==> src/rtl/video_timing_pkg.sv <==
// rtl/video_timing_pkg.sv - shared state type, blanking helpers and standard modes for video_timing_gen
package video_timing_pkg;

  typedef enum logic {IDLE = 1'b0, RUN = 1'b1} vtg_state_t;

  typedef struct packed {
    int h_active;
    int h_fp;
    int h_sync;
    int h_bp;
    int v_active;
    int v_fp;
    int v_sync;
    int v_bp;
    bit hs_pol;
    bit vs_pol;
  } vtg_mode_t;

  localparam vtg_mode_t MODE_640X480_60  = '{640, 16, 96, 48, 480, 10, 2, 33, 1'b0, 1'b0};
  localparam vtg_mode_t MODE_800X600_60  = '{800, 40, 128, 88, 600, 1, 4, 23, 1'b1, 1'b1};
  localparam vtg_mode_t MODE_1280X720_60 = '{1280, 110, 40, 220, 720, 5, 5, 20, 1'b1, 1'b1};

  function automatic int h_tot(input int active, input int fp, input int sync, input int bp);
    return active + fp + sync + bp;
  endfunction

  function automatic int v_tot(input int active, input int fp, input int sync, input int bp);
    return active + fp + sync + bp;
  endfunction

endpackage

==> src/rtl/video_timing_gen_if.sv <==
// rtl/video_timing_gen_if.sv - frame-buffer read port and encoder-facing video bus
interface video_timing_gen_if #(
  parameter int NUM_CH = 3,
  parameter int PIX_W  = 8,
  parameter int ADDR_W = 21
);
  logic [ADDR_W-1:0]       rd_addr;
  logic                    rd_en;
  logic [NUM_CH*PIX_W-1:0] pix_i;
  logic [NUM_CH*PIX_W-1:0] pix_o;
  logic                    de_o;
  logic                    hsync_o;
  logic                    vsync_o;
  logic                    sof_o;

  modport master (
    output rd_addr, rd_en, pix_o, de_o, hsync_o, vsync_o, sof_o,
    input  pix_i
  );

  modport slave (
    input  rd_addr, rd_en, pix_o, de_o, hsync_o, vsync_o, sof_o,
    output pix_i
  );
endinterface

==> src/rtl/vtg_delay_line.sv <==
// rtl/vtg_delay_line.sv - fixed-depth shift register that lines timing flags up with returned pixel data
module vtg_delay_line #(
  parameter int WIDTH = 1,
  parameter int DEPTH = 1
) (
  input  logic             clk_low,
  input  logic             reset,
  input  logic [WIDTH-1:0] din,
  output logic [WIDTH-1:0] dout
);
  logic [WIDTH-1:0] pipe [DEPTH];

  always_ff @(posedge clk_low or negedge reset) begin
    if (!reset) begin
      for (int i = 0; i < DEPTH; i++) pipe[i] <= '0;
    end else begin
      pipe[0] <= din;
      for (int i = 1; i < DEPTH; i++) pipe[i] <= pipe[i-1];
    end
  end

  assign dout = pipe[DEPTH-1];
endmodule

==> src/rtl/video_timing_gen.sv <==
// rtl/video_timing_gen.sv - parametrised pixel-clock timing generator with frame-buffer prefetch
// VIDEO_TIMING_GEN_PATTERN_EN adds pat_sel, which swaps pix_i for eight vertical colour bars.
module video_timing_gen
  import video_timing_pkg::*;
#(
  parameter int H_ACTIVE  = 640,
  parameter int H_FP      = 16,
  parameter int H_SYNC    = 96,
  parameter int H_BP      = 48,
  parameter int V_ACTIVE  = 480,
  parameter int V_FP      = 10,
  parameter int V_SYNC    = 2,
  parameter int V_BP      = 33,
  parameter bit HS_POL    = 1'b0,
  parameter bit VS_POL    = 1'b0,
  parameter int NUM_CH    = 3,
  parameter int PIX_W     = 8,
  parameter int ADDR_W    = 21,
  parameter int FETCH_LAT = 2
) (
  input  logic               clk_low,
  input  logic               reset,
  input  logic               en,
`ifdef VIDEO_TIMING_GEN_PATTERN_EN
  input  logic               pat_sel,
`endif
  video_timing_gen_if.master vif,
  output logic [15:0]        frame_cnt,
  output logic               busy
);
  localparam int HT = h_tot(H_ACTIVE, H_FP, H_SYNC, H_BP);
  localparam int VT = v_tot(V_ACTIVE, V_FP, V_SYNC, V_BP);
  localparam logic [15:0] HT_M1 = 16'(HT - 1);
  localparam logic [15:0] VT_M1 = 16'(VT - 1);
  localparam logic [15:0] HA    = 16'(H_ACTIVE);
  localparam logic [15:0] VA    = 16'(V_ACTIVE);
  localparam logic [15:0] HS_B  = 16'(H_ACTIVE + H_FP);
  localparam logic [15:0] HS_E  = 16'(H_ACTIVE + H_FP + H_SYNC);
  localparam logic [15:0] VS_B  = 16'(V_ACTIVE + V_FP);
  localparam logic [15:0] VS_E  = 16'(V_ACTIVE + V_FP + V_SYNC);
`ifdef VIDEO_TIMING_GEN_PATTERN_EN
  localparam int SW = 7;
`else
  localparam int SW = 4;
`endif

  vtg_state_t              state, state_nx;
  logic [15:0]             cx, cx_nx, cy, cy_nx;
  logic                    run, act0, hs0, vs0, sof0, frame_done;
  logic [ADDR_W-1:0]       addr_cnt;
  logic [SW-1:0]           s0, s1, sd;
  logic [NUM_CH*PIX_W-1:0] src_pix;

  assign run        = (state == RUN);
  assign busy       = run;
  assign act0       = run && (cx < HA) && (cy < VA);
  assign hs0        = run && (cx >= HS_B) && (cx < HS_E);
  assign vs0        = run && (cy >= VS_B) && (cy < VS_E);
  assign sof0       = run && (cx == 16'd0) && (cy == 16'd0);
  assign frame_done = run && (cx == HT_M1) && (cy == VT_M1);

  always_comb begin
    state_nx = state;
    cx_nx    = cx;
    cy_nx    = cy;
    case (state)
      IDLE: begin
        cx_nx = '0;
        cy_nx = '0;
        if (en) state_nx = RUN;
      end
      RUN: begin
        if (cx != HT_M1) begin
          cx_nx = cx + 16'd1;
        end else begin
          cx_nx = '0;
          if (cy != VT_M1) begin
            cy_nx = cy + 16'd1;
          end else begin
            // en is only looked at here, so a running frame always completes
            cy_nx = '0;
            if (!en) state_nx = IDLE;
          end
        end
      end
      default: state_nx = IDLE;
    endcase
  end

  always_ff @(posedge clk_low or negedge reset) begin
    if (!reset) begin
      state     <= IDLE;
      cx        <= '0;
      cy        <= '0;
      frame_cnt <= '0;
    end else begin
      state <= state_nx;
      cx    <= cx_nx;
      cy    <= cy_nx;
      if (frame_done) frame_cnt <= frame_cnt + 16'd1;
    end
  end

`ifdef VIDEO_TIMING_GEN_PATTERN_EN
  logic [2:0]              bar0;
  logic [NUM_CH*PIX_W-1:0] bar_pix;
  assign bar0 = 3'((32'(cx) * 32'd8) / 32'(H_ACTIVE));
  assign s0   = {bar0, sof0, vs0, hs0, act0};

  always_comb begin
    bar_pix = '0;
    for (int c = 0; c < NUM_CH; c++)
      if (c < 3 && sd[4 + c]) bar_pix[c*PIX_W +: PIX_W] = '1;
  end
  assign src_pix = pat_sel ? bar_pix : vif.pix_i;
`else
  assign s0      = {sof0, vs0, hs0, act0};
  assign src_pix = vif.pix_i;
`endif

  // Stage 1 issues the read; every flag rides alongside it from here on.
  always_ff @(posedge clk_low or negedge reset) begin
    if (!reset) begin
      s1          <= '0;
      addr_cnt    <= '0;
      vif.rd_addr <= '0;
    end else begin
      s1 <= s0;
      if (act0) begin
        vif.rd_addr <= addr_cnt;
        addr_cnt    <= addr_cnt + ADDR_W'(1);
      end else if (frame_done) begin
        vif.rd_addr <= '0;
        addr_cnt    <= '0;
      end
    end
  end
  assign vif.rd_en = s1[0];

  vtg_delay_line #(.WIDTH(SW), .DEPTH(FETCH_LAT)) u_align (
    .clk_low (clk_low),
    .reset   (reset),
    .din     (s1),
    .dout    (sd)
  );

  always_ff @(posedge clk_low or negedge reset) begin
    if (!reset) begin
      vif.pix_o   <= '0;
      vif.de_o    <= 1'b0;
      vif.hsync_o <= ~HS_POL;
      vif.vsync_o <= ~VS_POL;
      vif.sof_o   <= 1'b0;
    end else begin
      vif.pix_o   <= sd[0] ? src_pix : '0;
      vif.de_o    <= sd[0];
      vif.hsync_o <= sd[1] ? HS_POL : ~HS_POL;
      vif.vsync_o <= sd[2] ? VS_POL : ~VS_POL;
      vif.sof_o   <= sd[3];
    end
  end
endmodule
==> src/flat_wrapper.sv <==
// flat-port wrapper written by rule: the top's interface ports become plain ports
module video_timing_gen_flat import video_timing_pkg::*;
#(
  parameter int H_ACTIVE  = 640,
  parameter int H_FP      = 16,
  parameter int H_SYNC    = 96,
  parameter int H_BP      = 48,
  parameter int V_ACTIVE  = 480,
  parameter int V_FP      = 10,
  parameter int V_SYNC    = 2,
  parameter int V_BP      = 33,
  parameter bit HS_POL    = 1'b0,
  parameter bit VS_POL    = 1'b0,
  parameter int NUM_CH    = 3,
  parameter int PIX_W     = 8,
  parameter int ADDR_W    = 21,
  parameter int FETCH_LAT = 2
)
  (clk_low, reset, en, frame_cnt, busy, vif_rd_addr, vif_rd_en, vif_pix_o, vif_de_o, vif_hsync_o, vif_vsync_o, vif_sof_o, vif_pix_i);
  video_timing_gen_if #(.NUM_CH(NUM_CH), .PIX_W(PIX_W), .ADDR_W(ADDR_W)) vif_i ();
  input  logic clk_low;
  input  logic reset;
  input  logic en;
  output logic [15:0] frame_cnt;
  output logic busy;
  output wire logic [$bits(vif_i.rd_addr)-1:0] vif_rd_addr;
  output wire logic [$bits(vif_i.rd_en)-1:0] vif_rd_en;
  output wire logic [$bits(vif_i.pix_o)-1:0] vif_pix_o;
  output wire logic [$bits(vif_i.de_o)-1:0] vif_de_o;
  output wire logic [$bits(vif_i.hsync_o)-1:0] vif_hsync_o;
  output wire logic [$bits(vif_i.vsync_o)-1:0] vif_vsync_o;
  output wire logic [$bits(vif_i.sof_o)-1:0] vif_sof_o;
  input wire logic [$bits(vif_i.pix_i)-1:0] vif_pix_i;
  assign vif_rd_addr = vif_i.rd_addr;
  assign vif_rd_en = vif_i.rd_en;
  assign vif_pix_o = vif_i.pix_o;
  assign vif_de_o = vif_i.de_o;
  assign vif_hsync_o = vif_i.hsync_o;
  assign vif_vsync_o = vif_i.vsync_o;
  assign vif_sof_o = vif_i.sof_o;
  assign vif_i.pix_i = vif_pix_i;
  video_timing_gen #(.H_ACTIVE(H_ACTIVE), .H_FP(H_FP), .H_SYNC(H_SYNC), .H_BP(H_BP), .V_ACTIVE(V_ACTIVE), .V_FP(V_FP), .V_SYNC(V_SYNC), .V_BP(V_BP), .HS_POL(HS_POL), .VS_POL(VS_POL), .NUM_CH(NUM_CH), .PIX_W(PIX_W), .ADDR_W(ADDR_W), .FETCH_LAT(FETCH_LAT)) u_core (.clk_low(clk_low), .reset(reset), .en(en), .vif(vif_i), .frame_cnt(frame_cnt), .busy(busy));
endmodule
==> config.mk <==
export PLATFORM = sky130hd
export DESIGN_NAME = video_timing_gen_flat
export DESIGN_NICKNAME = d
export VERILOG_FILES = /design/src/rtl/video_timing_pkg.sv /design/src/rtl/video_timing_gen_if.sv /design/src/rtl/vtg_delay_line.sv /design/src/rtl/video_timing_gen.sv /design/src/flat_wrapper.sv
export SDC_FILE = /design/constraint.sdc
export NUM_CORES = 1
export LEC_CHECK = 0
export BUFFER_PORTS_ARGS = -buffer_cell sky130_fd_sc_hd__buf_4
export CAP_MARGIN = 0
export CORE_ASPECT_RATIO = 0.9
export CORE_MARGIN = 3
export CORE_UTILIZATION = 30
export DETAILED_ROUTE_END_ITERATION = 7
export PLACE_DENSITY = 0.5
export REMOVE_ABC_BUFFERS = 1
export SLEW_MARGIN = 15
export SYNTH_ARGS = -nofsm -noshare
export SYNTH_HDL_FRONTEND = slang
export SYNTH_SLANG_ARGS = --single-unit
export TNS_END_PERCENT = 20
==> constraint.sdc <==
create_clock -name clk_low -period 2.9 [get_ports clk_low]
set_input_delay 0.29 -clock clk_low [delete_from_list [all_inputs] [get_ports clk_low]]
set_output_delay 0.29 -clock clk_low [all_outputs]
set_load 0.03 [all_outputs]
* Word level (Yosys, flattened, before mapping)
Cells that the tools add are included.
Widths: inputs -> output; s select.
** Storage, ports and cells
- Register bits after elaboration :: 131
- Input port bits :: 27
- Output and inout bits :: 67
- Logic and storage cells :: 58
** Cells by class
- $add $sub $neg :: 4
- Order comparisons :: 6
- Eq/ne operators :: 5
- Multiplexer cells :: 15
- Bitwise gates (word level) :: 1
- Reduce and logical (&&, ||, !) cells :: 13
** Operator list (number)
- $pmux 16 s2 :: 2
- $mux 21 :: 3
- $add 16x1->16 const B :: 3
- $mux 16 :: 3
- $eq 16x10->1 const B :: 2
- $logic_not 16->1 :: 2
- $lt 16x10->1 const B :: 2
- $lt 16x9->1 const B :: 2
- $ne 16x10->1 const B :: 2
- $mux 24 :: 1
- $add 21x1->21 const B :: 1
- $ge 16x10->1 const B :: 1
- $ge 16x9->1 const B :: 1
- $logic_and 1x1->1 :: 10
- $mux 1 :: 5
- $ne 2x2->1 const B :: 1
- $pmux 1 s2 :: 1
- $reduce_bool 2->1 :: 1
- $not 1->1 :: 1

* Logic depth before layout (Yosys ltp)
- Word-level depth :: 5
- Depth in mapped cells :: 8
- Depth with buffers taken out :: 7

* Cells and area by module
Synthesis repeated with hierarchy kept, for this count alone.
** Unflattened totals
- Cells, all modules :: 560
- Area, all modules :: 5758.0 sq um
** Modules (own cells, without submodules)
- video_timing_gen :: times used 1, cells each 548, area an instance 5527.8 sq um, sequential area each 3080.5 sq um
- vtg_delay_line :: times used 1, cells each 12, area an instance 230.2 sq um, sequential area each 200.2 sq um

* Worst setup path before layout
Ideal clock, no wire load.
- Path type :: flip-flop to flip-flop
- Start point :: register u_core.cy[12]
- End point :: register u_core.vif.rd_addr[5]
- Arrival time :: 2137 ps
- Data required time :: 2779 ps
- Setup slack :: 642 ps
- Stages on the path, launching flop included :: 7
- Buffers on the path :: 1
- Cell sequence :: dfrtp_1 > or4_4 > or4_4 > nor3_4 > nor2_2 > buf_6 > a22o_1
** On the way
- Cells in the longest elaborated chain, start to end :: 3
- Elaborated cells on any way between the ends :: 6
- Classes of those cells :: order compare (1); eq/ne (1); mux (1); reduce/logical (3)
** RTL lines
- start, declared :: line video_timing_gen.sv:48 : logic [15:0] cx, cx_nx, cy, cy_nx;
- start signal, assigned :: line video_timing_gen.sv:99 : cy <= cy_nx;
- $lt 16x9->1 or $eq 16x10->1 (tied branches) :: line video_timing_gen.sv:56, video_timing_gen.sv:60
- $logic_and 1x1->1, on equally long branches :: line video_timing_gen.sv:56, video_timing_gen.sv:60
- $mux 21 or $reduce_bool 2->1 (tied branches)
- end signal, assigned :: line video_timing_gen.sv:130 : vif.rd_addr <= addr_cnt;
- end, declared :: line video_timing_gen_if.sv:17 : output rd_addr, rd_en, pix_o, de_o, hsync_o, vsync_o, sof_o,
Several ways; a longest one is shown, not always the timed one.
A chain may end at the register's enable or synchronous reset.

* Worst setup path in the final report
- Start point :: register u_core.cy[12]
- End point :: register u_core.addr_cnt[4]
** On the way
- Cells in the longest elaborated chain, start to end :: 3
- Elaborated cells on any way between the ends :: 6
- Classes of those cells :: order compare (1); eq/ne (1); mux (1); reduce/logical (3)
** RTL lines
- $lt 16x9->1 or $eq 16x10->1 (tied branches) :: line video_timing_gen.sv:56, video_timing_gen.sv:60
- $logic_and 1x1->1, on equally long branches :: line video_timing_gen.sv:56, video_timing_gen.sv:60
- $mux 21 or $reduce_bool 2->1 (tied branches)
- end signal, assigned :: line video_timing_gen.sv:131 : addr_cnt <= addr_cnt + ADDR_W'(1);
- end, declared :: line video_timing_gen.sv:50 : logic [ADDR_W-1:0] addr_cnt;
Several ways; a longest one is shown, not always the timed one.

==> run summary <==
Yosys cell types -> 50
Nets@finish -> 665
Pwr Density -> 711 nW/um^2
First-pass GRT wire length -> 21,500 um
GRT Residual Overflow -> 0
CTS Buf Count -> 17
Die X -> 151 um
CP cell instances -> or4_4 -> nand4b_1 -> or3_1 -> nand2_1 -> a31oi_1
Final worst setup slack -> 345 ps
Placed cell count -> 858
Die H -> 137 um
Reg2reg end -> u_core.addr_cnt[4]
Core footprint -> 18,500 sq um
Post-Syn Instances -> 528
Worst Tran Pin Value -> 819 ps
Crit path launch type -> register
Delay-heaviest family, CP -> simple AND/OR/NAND/NOR gates
CP Launch Point -> u_core.cy[12]
CTS-repair resized insts -> 0
Design Area, Final -> 7360 sq um
Initial Util -> 30.8%
Vias in the first global route -> 4,153
Final hold vios -> 3
Reg clk slew, reported paths -> 60 ps
Via density -> 4.88
DRT iter0 DRCs -> 306
LEAKAGE -> 3.37 nW
Final Non-Filler Cells -> 889
FP Rows -> 47
Final Cycle Share -> 88.1%
Peak supply drop -> 333 uV
CTS tree -> done
Slew Limit Fails -> 0
Most common cell after layout, fill and taps aside -> dfrtp_1
Area of the multi-input gates -> 2240 sq um
Yosys warnings -> 0
Pin count of the biggest net entering global routing -> 132
Post-CTS Setup Inserts -> 0
DRC -> 0
Area after DPL -> 6710 sq um
Max incr delay on CP -> 600 ps
Post-route minimum period -> 2560 ps
H-tree depth -> 4
Yosys reg bits -> 131
Setup crit end -> u_core.addr_cnt[4]
Area Overhead vs Synth -> 29.5%
Status -> finished, violations left
Setup slack after placement -> 334 ps
DR vias -> 4,342
Syn avg cell area -> 10.8 sq um
Detailed Route WL -> 13,100 um
Fill cell count -> 1,804
Ys flop type -> dfrtp_1
Most frequent cells in the layout -> dfrtp_1 (129), buf_4 (105), nand3_1 (43)
CP max stage cell -> or3_1
Initial antenna violation count -> 0
Crit end category -> register
HPWL after DPL -> 8800 um
Maximum fanout along the worst path -> 19
Post-synthesis sequential area ratio -> 57.7%
Number of synthesized flops with an enable pin -> 0
Layout cells sized above 1 -> 23.3%
Hold-fix buffers at CTS -> 0
Ant diodes -> 0
Die ar. -> 20,600 sq um
Setup_tns -> 0 ps
Clk root buf -> clkbuf_16
1st-pass router iterations -> 4
Bufs and invs on worst path -> 0
Maxcap violations -> 0
Final antenna-violating net count -> 0
Setup violators final -> 0
Failing checks -> negative hold slack
R2R setup slack -> 340 ps
Worst EP required -> 3170 ps
Ports -> 94
Skew-Pair Late Insertion Delay -> 410 ps
FFs w/ async S/R, synth -> 100%
Cell Area, Synth -> 5680 sq um
RSZ-0062 raised after global routing -> no
Cell count along the critical path -> 5
Reg2reg path depth -> 5
Worst setup path class -> reg -> reg
Slew margin rel. -> 45.0%
Worst hold slack -> -8.09 ps
Gpl congestion -> 0.795
Fmax -> 0.391 GHz
Routed len/inst -> 14.7 um
R2r startpoint -> u_core.cy[12]
Sequential Area -> 3280 sq um
CTS max path bufs -> 2
Worst EP arrival -> 2830 ps
Clk sinks -> 131
Total power -> 5.24 mW
Port Buffer Count -> 93
Overall global routing resource usage -> 13.1%
Worst hold path type -> in -> async
Clock skew after layout -> 7.07 ps
layout make-up:
class,count,share of cell area [%]
clock inverter,12,2.77
sequential,131,44.6
tap,245,4.16
inverter,19,0.969
clock buffer,19,6.15
multi-input combinational,357,30.4
timing repair buffer,106,11.0
report_power, final:
part / total, mW / internal, mW / switching [mW]
combinational: 0.664 / 0.293 / 0.371
clock: 2.38 / 1.57 / 0.809
sequential: 2.19 / 2.00 / 0.198
how the worst min path moves through the flow:
stage	end	slack (ps)	depth (start not counted)
floorplan	u_core.addr_cnt[0]	-6	0
global placement	u_core.u_align.pipe[5]	330	0
detailed placement	u_core.u_align.pipe[5]	340	0
CTS	u_core.vif.rd_addr[11]	30	2
global route	u_core.vif.rd_addr[10]	50	2
finish	u_core.vif.rd_addr[14]	-8	2
Yosys cell counts, types with 7 or more instances:
cell	number	area share, %
clkbuf_1	15	0.99
nand4_1	16	1.8
and3_1	10	1.1
a21oi_1	14	1.2
and2_1	25	2.8
o21ai_0	12	1.1
a22o_1	24	3.7
or3_1	10	1.1
dfrtp_1	129	57
xor2_1	8	1.2
nand2_1	42	2.8
nor2_1	34	2.2
nor3_1	17	1.5
a31oi_1	7	0.77
inv_1	18	1.2
xnor2_1	21	3.2
nand3_1	43	3.8
state kept, by name, summed over array words and instances, names as in the netlist:
name                 flops
u_core.vif.sof_o         1
u_core.busy              1
u_core.addr_cnt         21
u_core.cy               16
u_core.u_align.pipe      4
u_core.vif.pix_o        24
u_core.frame_cnt        16
u_core.vif.de_o          1
u_core.cx               16
u_core.u_align.dout      4
u_core.vif.hsync_o       1
u_core.s1                4
u_core.vif.rd_addr      21
u_core.vif.vsync_o       1
metrics by stage:
stage	hold slack (ps)	utilization (%)
final	-8.09	39.9
after detailed placement	336	36.3
after CTS	29.9	39.9
after global routing	49.2	39.9
after floorplan	-5.59	-
after global placement	333	36.3
cell families (layout without fill, tap and decap cells):
family	count (synthesis)	after routing	synth area share [%]
buffers and inverters	40	156	2.99
XOR/XNOR	29	29	4.47
AO/OA/AOI/OAI	92	92	11.5
adder cells (fa/ha/maj)	6	6	1.32
AND/OR/NAND/NOR	228	228	21.6
flip-flops	131	131	57.7
multiplexers	2	2	0.352
layer usage:
| metal | wire (um) | global-route usage (%) | vias up |
|---|---|---|---|
| met5 | 0 | 0 | - |
| met4 | 228 | 5.74 | 0 |
| met3 | 645 | 2.81 | 14 |
| met2 | 5700 | 18.1 | 98 |
| met1 | 6500 | 19.5 | 2129 |
| li1 | - | - | 2101 |
No activity file was read; power rests on OpenSTA's default activity.
